===== src/rtl/cronometro_ctrl_if.sv =====
// Pushbutton inputs and control outputs of the stopwatch controller.
// The master side drives the buttons; the slave side is the controller.
interface cronometro_ctrl_if;
  logic       BTN_START;
  logic       BTN_LAP;
  logic       UP;
  logic       CNT_CLR;
  logic       HOLD;
  logic [1:0] STATE;

  modport master (
    output BTN_START, BTN_LAP,
    input  UP, CNT_CLR, HOLD, STATE
  );

  modport slave (
    input  BTN_START, BTN_LAP,
    output UP, CNT_CLR, HOLD, STATE
  );
endinterface


===== src/rtl/cronometro_ctrl.sv =====
// Stopwatch controller: synchronizes and debounces the start/stop and lap/reset
// buttons, then runs the IDLE/RUN/LAP/STOP FSM that drives the counter controls.
module cronometro_ctrl #(
  parameter int unsigned DEB_CYCLES = 500000
) (
  input  logic             CLK,
  input  logic             CLR,
  cronometro_ctrl_if.slave bus
);

  typedef enum logic [1:0] {
    IDLE = 2'b00,
    RUN  = 2'b01,
    LAP  = 2'b10,
    STOP = 2'b11
  } state_t;

  localparam logic [19:0] DEB_LIM = 20'(DEB_CYCLES);

  // Bit 0 is the start button, bit 1 the lap button throughout.
  logic [1:0]  btn;
  logic [1:0]  sync1, sync2;
  logic [1:0]  deb, deb_q, press;
  logic [1:0]  deb_d;
  logic [19:0] cnt_start, cnt_lap;
  logic [19:0] cnt_start_d, cnt_lap_d;

  state_t state_q, state_d;
  logic   up_q, hold_q, clr_q;

  assign btn = {bus.BTN_LAP, bus.BTN_START};

  // Returns {next debounced level, next stability count}.
  function automatic logic [20:0] deb_step(input logic s, input logic d,
                                           input logic [19:0] c);
    logic [20:0] r;
    if (s == d)
      r = {d, 20'd0};
    else if (c + 20'd1 == DEB_LIM)
      r = {s, 20'd0};
    else
      r = {d, c + 20'd1};
    return r;
  endfunction

  always_comb begin
    {deb_d[0], cnt_start_d} = deb_step(sync2[0], deb[0], cnt_start);
    {deb_d[1], cnt_lap_d}   = deb_step(sync2[1], deb[1], cnt_lap);
  end

  always_ff @(posedge CLK or posedge CLR) begin
    if (CLR) begin
      sync1     <= '0;
      sync2     <= '0;
      deb       <= '0;
      deb_q     <= '0;
      cnt_start <= '0;
      cnt_lap   <= '0;
    end else begin
      sync1     <= btn;
      sync2     <= sync1;
      deb       <= deb_d;
      deb_q     <= deb;
      cnt_start <= cnt_start_d;
      cnt_lap   <= cnt_lap_d;
    end
  end

  // Only rising debounced levels are events; releases are silent.
  assign press = deb & ~deb_q;

  // Start is evaluated first so a simultaneous lap press is dropped.
  always_comb begin
    state_d = state_q;
    if (press[0]) begin
      case (state_q)
        IDLE: state_d = RUN;
        RUN:  state_d = STOP;
        LAP:  state_d = STOP;
        STOP: state_d = RUN;
        default: state_d = IDLE;
      endcase
    end else if (press[1]) begin
      case (state_q)
        RUN:  state_d = LAP;
        LAP:  state_d = RUN;
        STOP: state_d = IDLE;
        default: state_d = state_q;
      endcase
    end
  end

  // Outputs are registered from the next state so they align with STATE.
  always_ff @(posedge CLK or posedge CLR) begin
    if (CLR) begin
      state_q <= IDLE;
      up_q    <= 1'b0;
      hold_q  <= 1'b0;
      clr_q   <= 1'b0;
    end else begin
      state_q <= state_d;
      up_q    <= (state_d == RUN) || (state_d == LAP);
      hold_q  <= (state_d == LAP);
      clr_q   <= (state_q == STOP) && (state_d == IDLE);
    end
  end

  assign bus.STATE   = state_q;
  assign bus.UP      = up_q;
  assign bus.HOLD    = hold_q;
  assign bus.CNT_CLR = clr_q;

endmodule


===== src/flat_wrapper.sv =====
// flat-port wrapper written by rule: the top's interface ports become plain ports
module cronometro_ctrl_flat 
#(
  parameter int unsigned DEB_CYCLES = 500000
)
  (CLK, CLR, bus_BTN_START, bus_BTN_LAP, bus_UP, bus_CNT_CLR, bus_HOLD, bus_STATE);
  cronometro_ctrl_if bus_i ();
  input  logic CLK;
  input  logic CLR;
  input wire logic [$bits(bus_i.BTN_START)-1:0] bus_BTN_START;
  input wire logic [$bits(bus_i.BTN_LAP)-1:0] bus_BTN_LAP;
  output wire logic [$bits(bus_i.UP)-1:0] bus_UP;
  output wire logic [$bits(bus_i.CNT_CLR)-1:0] bus_CNT_CLR;
  output wire logic [$bits(bus_i.HOLD)-1:0] bus_HOLD;
  output wire logic [$bits(bus_i.STATE)-1:0] bus_STATE;
  assign bus_i.BTN_START = bus_BTN_START;
  assign bus_i.BTN_LAP = bus_BTN_LAP;
  assign bus_UP = bus_i.UP;
  assign bus_CNT_CLR = bus_i.CNT_CLR;
  assign bus_HOLD = bus_i.HOLD;
  assign bus_STATE = bus_i.STATE;
  cronometro_ctrl #(.DEB_CYCLES(DEB_CYCLES)) u_core (.CLK(CLK), .CLR(CLR), .bus(bus_i));
endmodule

===== config.mk =====
export PLATFORM = sky130hd
export DESIGN_NAME = cronometro_ctrl_flat
export DESIGN_NICKNAME = d
export VERILOG_FILES = /design/src/rtl/cronometro_ctrl_if.sv /design/src/rtl/cronometro_ctrl.sv /design/src/flat_wrapper.sv
export SDC_FILE = /design/constraint.sdc
export NUM_CORES = 1
export LEC_CHECK = 0
export ABC_AREA = 1
export BUFFER_PORTS_ARGS = -buffer_cell sky130_fd_sc_hd__buf_2
export CAP_MARGIN = 25
export CORE_MARGIN = 4
export CORE_UTILIZATION = 55
export CTS_CLUSTER_DIAMETER = 150
export DETAILED_ROUTE_END_ITERATION = 10
export PLACE_DENSITY = 0.69
export SLEW_MARGIN = 20
export SYNTH_ARGS = -nofsm -noshare
export SYNTH_HDL_FRONTEND = slang
export SYNTH_SLANG_ARGS = --single-unit

===== constraint.sdc =====
create_clock -name CLK -period 1.9 [get_ports CLK]
set_input_delay 0.095 -clock CLK [delete_from_list [all_inputs] [get_ports CLK]]
set_output_delay 0.095 -clock CLK [all_outputs]
set_load 0.05 [all_outputs]

* Word-level counts from Yosys, hierarchy flattened
Cells that the tools add are included.
** Cells by class
- Reduce and logical (&&, ||, !) cells :: 8
- Bitwise logic cells :: 4
- Equality and inequality tests :: 9
- Add/sub/neg operators :: 2
- Muxes and demuxes :: 8
** Operators with widths (number)
- $mux 20 :: 4
- $add 20x1->20 const B :: 2
- $eq 20x19->1 const B :: 2
- $eq 2x2->1 const B :: 3
- $pmux 2 s3 :: 1
- $eq 2x1->1 const B :: 2
- $logic_not 2->1 :: 2
- $mux 2 :: 2
- $pmux 2 s2 :: 1
- $reduce_and 2->1 :: 2
- $reduce_or 2->1 :: 2
- $and 2x2->2 :: 1
- $eq 1x1->1 :: 2
- $not 1->1 :: 2
- $not 2->2 :: 1
- $logic_and 1x1->1 :: 1
- $logic_or 1x1->1 :: 1
** Word-level totals
- Output and inout bits :: 5
- Logic and storage cells :: 42
- Input port bits :: 4
- Bits in registers :: 53

* Logic depth before layout (Yosys ltp)
- Depth in word-level cells :: 6
- Gate-level depth with buffers :: 14
- Gate-level depth less buffers :: 14

* Least setup slack after synthesis
OpenSTA, ideal clock, no wires.
- Path type :: register to register
- Start :: register u_core.state_q[0], in the netlist u_core.bus.STATE[0]
- End :: register u_core.up_q, in the netlist u_core.bus.UP
- Library setup time :: 0.126 ns
- Data required time :: 1.774 ns
- Cell stages (with the launch flop) :: 6
- Path buffers :: 0
- Period minus slack after synthesis :: 1.749 ns
- Path slack :: 0.151 ns
- Data arrival time :: 1.623 ns
- Cells stage by stage :: dfrtp_1 inv_1 ha_1 o21ai_0 inv_1 ha_1
** Between the ends
- Longest elaborated chain between the ends :: 6
- Elaborated cells on any way between the ends :: 13
- Those cells by class :: eq/ne: 5; mux: 4; reduce/logical: 4
** Ends and longest elaborated chain
- from (decl) :: RTL line cronometro_ctrl.sv:28 : state_t state_q, state_d;
- from (signal assigned) :: RTL line cronometro_ctrl.sv:101 : state_q <= state_d;
- $eq 2x2->1 (tied with other cells) :: RTL line cronometro_ctrl.sv:76, cronometro_ctrl.sv:84
- $pmux 2 s3 / $reduce_or 2->1 (equally long branches)
- $mux 2 / $pmux 2 s2 (equally long branches) :: RTL line cronometro_ctrl.sv:83, cronometro_ctrl.sv:76
- $mux 2 * :: RTL line cronometro_ctrl.sv:75 : if (press[0]) begin
- named net u_core.state_d[1] :: RTL line cronometro_ctrl.sv:28
- $eq 2x1->1 / $eq 2x2->1 (equally long branches) :: RTL line cronometro_ctrl.sv:102 : up_q <= (state_d == RUN) || (state_d == LAP);
- $logic_or 1x1->1 * :: RTL line cronometro_ctrl.sv:102
- to (signal assigned) :: RTL line cronometro_ctrl.sv:102
- to (decl) :: RTL line cronometro_ctrl.sv:29 : logic up_q, hold_q, clr_q;
Mark *: on every way through the listed nets, which the timed path passes. The rest lies on a longest branch. The select of a mux whose other input is x is not followed.
A chain may end at the register's enable or synchronous reset.

* Worst setup path in the final report
- Start :: register u_core.cnt_lap[0]
- End :: register u_core.cnt_lap[0]
** Between the ends
- Longest elaborated chain between the ends :: 4
** Ends and longest elaborated chain
- from (decl) :: RTL line cronometro_ctrl.sv:25 : logic [19:0] cnt_start, cnt_lap;
- from (signal assigned) :: RTL line cronometro_ctrl.sv:65 : cnt_lap <= cnt_lap_d;
- $add 20x1->20 * :: RTL line cronometro_ctrl.sv:39, cronometro_ctrl.sv:42
- $eq 20x19->1 :: RTL line cronometro_ctrl.sv:39 : else if (c + 20'd1 == DEB_LIM)
- $mux 20 * :: RTL line cronometro_ctrl.sv:39
- $mux 20 * :: RTL line cronometro_ctrl.sv:37 : if (s == d)
- named net u_core.cnt_lap_d[0] :: RTL line cronometro_ctrl.sv:26 : logic [19:0] cnt_start_d, cnt_lap_d;
Mark *: on every way through the listed nets, which the timed path passes. The rest lies on a longest branch.

==> flow_summary.ini <==
[clock_network]
clock_tree.buffer_depth = 2
cts.sink_count = 53
cts_tree = done
cell_at_the_root_of_the_clock_tree = clkbuf_8
clock_latency_ns = 0.31
cts_made_buffers = 5
cts_max_level = 2
clk_pin_slew_ns = 0.09

[worst_hold_path]
hold_path.startpoint = u_core.sync1[0]$_DFF_PP0_
whs_endpoint = u_core.sync2[0]$_DFF_PP0_
hold_class = flip-flop to flip-flop
timing.hold.worst_path_depth = 0

[synth]
synth_enable_flop_cells = 0
postSynthAreaPerCell_sq_um = 6.98
syn_area_sq_mm = 0.00308
synth_most_common_cell = nand2_1
post-synth-top-area-fraction = 0.430
fraction_of_registers_with_async_set_or_reset_after_synthesis = 1.00
yosys-top-cells-count = 135 x nand2_1, 85 x nor2_1, 61 x inv_1
synth_cells = 442
synth.lib_cells_used.distinct = 22
syn-num-nets = 455
synth.top_cells.by_area = dfrtp_1 43%, nand2_1 16%, nor2_1 10%
synth_area_leader_cell = dfrtp_1
postSynth.topFlopCell = dfrtp_1
ffs_latches_synth = 53
synth_sequential_area_ratio = 0.430
yosysWarnings = 0

[route]
drt_iter0_markers = 111
wl_per_cell_um = 12.8
drt_pre_antenna_iters = 4
antenna_violating_nets_post_route = 0
remaining_drc_errors = 0
routed_via_count_divided_by_cell_count = 5.06
vias = 2854
wl_final_um = 7210

[placement]
dp_hpwl_um = 4890
number_of_input_and_output_port_buffers_inserted = 8
place_congestion = 0.897

[setup_path]
crit_path_start_kind = flip-flop
crit_path_end_kind = flip-flop
timing.critical_path.slowest_cell_delay_ns = 0.43
critPathMaxFanout = 5
r2r_end = u_core.cnt_lap[0]$_DFF_PP0_
timing.reg2reg.setup_slack_ns = -0.08
worst-endpoint-required_ns = 2.11
crit-reg2reg-launch = u_core.cnt_lap[0]$_DFF_PP0_
worst_setup_path_startpoint = u_core.cnt_lap[0]$_DFF_PP0_
critical_path_slowest_stage_cell = dfrtp_1
timing.reg2reg.worst_path_depth = 12
cpLargestDelayFamily = simple AND/OR/NAND/NOR gates
crit_path_frequent_cell = nand2_1
timing.critical_path.buf_inv = 0
worst_setup_path_type = flip-flop to flip-flop
crit_arrival_ns = 2.19
crit_chain = ha_2 > nand2_2 > nor2_4 > nand3b_1 > nand2_1 > nand2_1 > nor2_1 > nand2_1 > nor2_4 > nand3_4 > nand2_4 > nor2_1

[final_layout]
postLayoutCoreUtil = 0.737
flow.area_growth_from_synthesis_pct = 25.9
final_layout_size_suffix_gt1_frac = 0.253
antenna-diode-count = 0
nets = 507

[sta]
skew_ns = 0.0112
setup_repair_after_global_routing_missed_its_margin = true
slew-limit-headroom = 0.624
fmax_mhz = 506
min_period_ns = 1.98
report.final.slew_viol_count = 0
timing.final.crit_share = 1.04
timing.final.hold_violations = 0
setup_viol = 11
tightestPinTransition_ns = 0.562
final.setup.worst_slack_ns = -0.0780

[floorplanning]
floorplan.io_pins = 9
floorplan_die_width_um = 82.9
die_area_sq_mm = 0.00687
die_h_um = 82.9
initial_core_util = 0.585
num_rows = 26
design.core.area_sq_mm = 0.00527

[global_routing]
first_pass_grt_wire_length_um = 11800
overflow = 0
first_global_vias = 2711
grt_util_all_layers = 0.205
grt_max_degree = 30
number_of_antenna_violations_at_the_first_check_in_global_routing = 0

[power_and_ir_drop]
cellPowerDensity_mw_per_mm2 = 495
power_leakage_nw = 1.67
power_mw = 1.92
vdd.ir_drop.worst_v = 0.000478

[outcome]
outcome = complete, but fails checks
violated_checks = negative setup slack

[flow_run]
cap_viol_max_count = 0
-- how the worst max path moves through the flow --
stage | end | depth (start not counted)
3_5_place_dp | u_core.cnt_start[18]$_DFF_PP0_ | 12
4_1_cts | u_core.cnt_start[18]$_DFF_PP0_ | 12
5_1_grt | u_core.cnt_lap[0]$_DFF_PP0_ | 12
2_1_floorplan | u_core.bus.UP$_DFF_PP0_ | 5
3_3_place_gp | u_core.cnt_lap[0]$_DFF_PP0_ | 12
6_report | u_core.cnt_lap[0]$_DFF_PP0_ | 12
-- routing by layer --
metal / wire [um] / vias up / global-route usage
met5: 0 / - / 0
met3: 223 / 14 / 0.0317
met1: 3150 / 1310 / 0.252
met4: 108 / 0 / 0.0788
li1: - / 1472 / -
met2: 3720 / 58 / 0.360
-- power by group --
part / leakage [nW] / internal (mW) / switching [mW]
Clock: 0.0433 / 0.289 / 0.374
Combinational: 0.901 / 0.0379 / 0.0634
Sequential: 0.724 / 1.14 / 0.0173
-- final cells by class --
cell class | instances | area [sq um]
Tap cell | 70 | 87.6
Timing Repair Buffer | 46 | 349
Clock buffer | 6 | 82.6
Fill cell | 421 | 1390
Multi-Input combinational cell | 327 | 1800
Clock inverter | 1 | 7.51
Sequential cell | 53 | 1330
Inverter | 61 | 229
-- sequential cells by signal, summed over array words and instances, names as in the netlist, 2 cells and up --
name and cells:
u_core.cnt_lap 20, u_core.cnt_start 20, u_core.bus.STATE 2, u_core.deb 2, u_core.deb_q 2, u_core.sync1 2, u_core.sync2 2
-- cell families after synthesis --
family                     Yosys count  share of synthesized area
DFF                                 53                      0.430
adders and majority gates            9                     0.0365
xor gates and xnor gates             5                     0.0142
buffers and inverters               64                     0.0779
AOI/OAI and AO/OA                   21                     0.0357
and+or+nand+nor                    290                      0.405
-- cells in the final DEF, fill, tap and decap left out, drive strengths merged --
cell type	instances
dlygate4sd3	3
ha	9
nand4	11
o21bai	2
clkinvlp	1
buf	43
dfrtp	53
o21ai	9
a21oi	10
nand2	141
xor2	1
inv	61
nand3	30
clkbuf	6
nor2	100
nor3b	1
nand3b	3
nor3	6
xnor2	4
-- stage by stage --
step	TNS (ns)	area, sq um	std cells	hold WS (ns)	worst slack, ns
after floorplan	0	3080	442	0.126	0.151
after global placement	-0.277	3370	538	0.174	-0.0415
after detailed placement	-0.775	3370	538	0.171	-0.0624
after CTS	-0.00138	3590	555	0.363	-0.00138
after global routing	-3.60	3880	564	0.368	-0.257
final	-0.602	3880	564	0.361	-0.0780
-- timing repair --
| item | in CTS | in global routing |
|---|---|---|
| buffers inserted | 5 | 10 |
| gates cloned | 2 | 0 |
| endpoints found under the hold margin | 26 | 0 |
| setup endpoints to repair | 19 | 20 |
| gates resized for setup | 15 | 62 |
| pin swaps | 7 | 37 |
| hold buffers | 3 | 0 |
(Power assumes the default switching activity.)
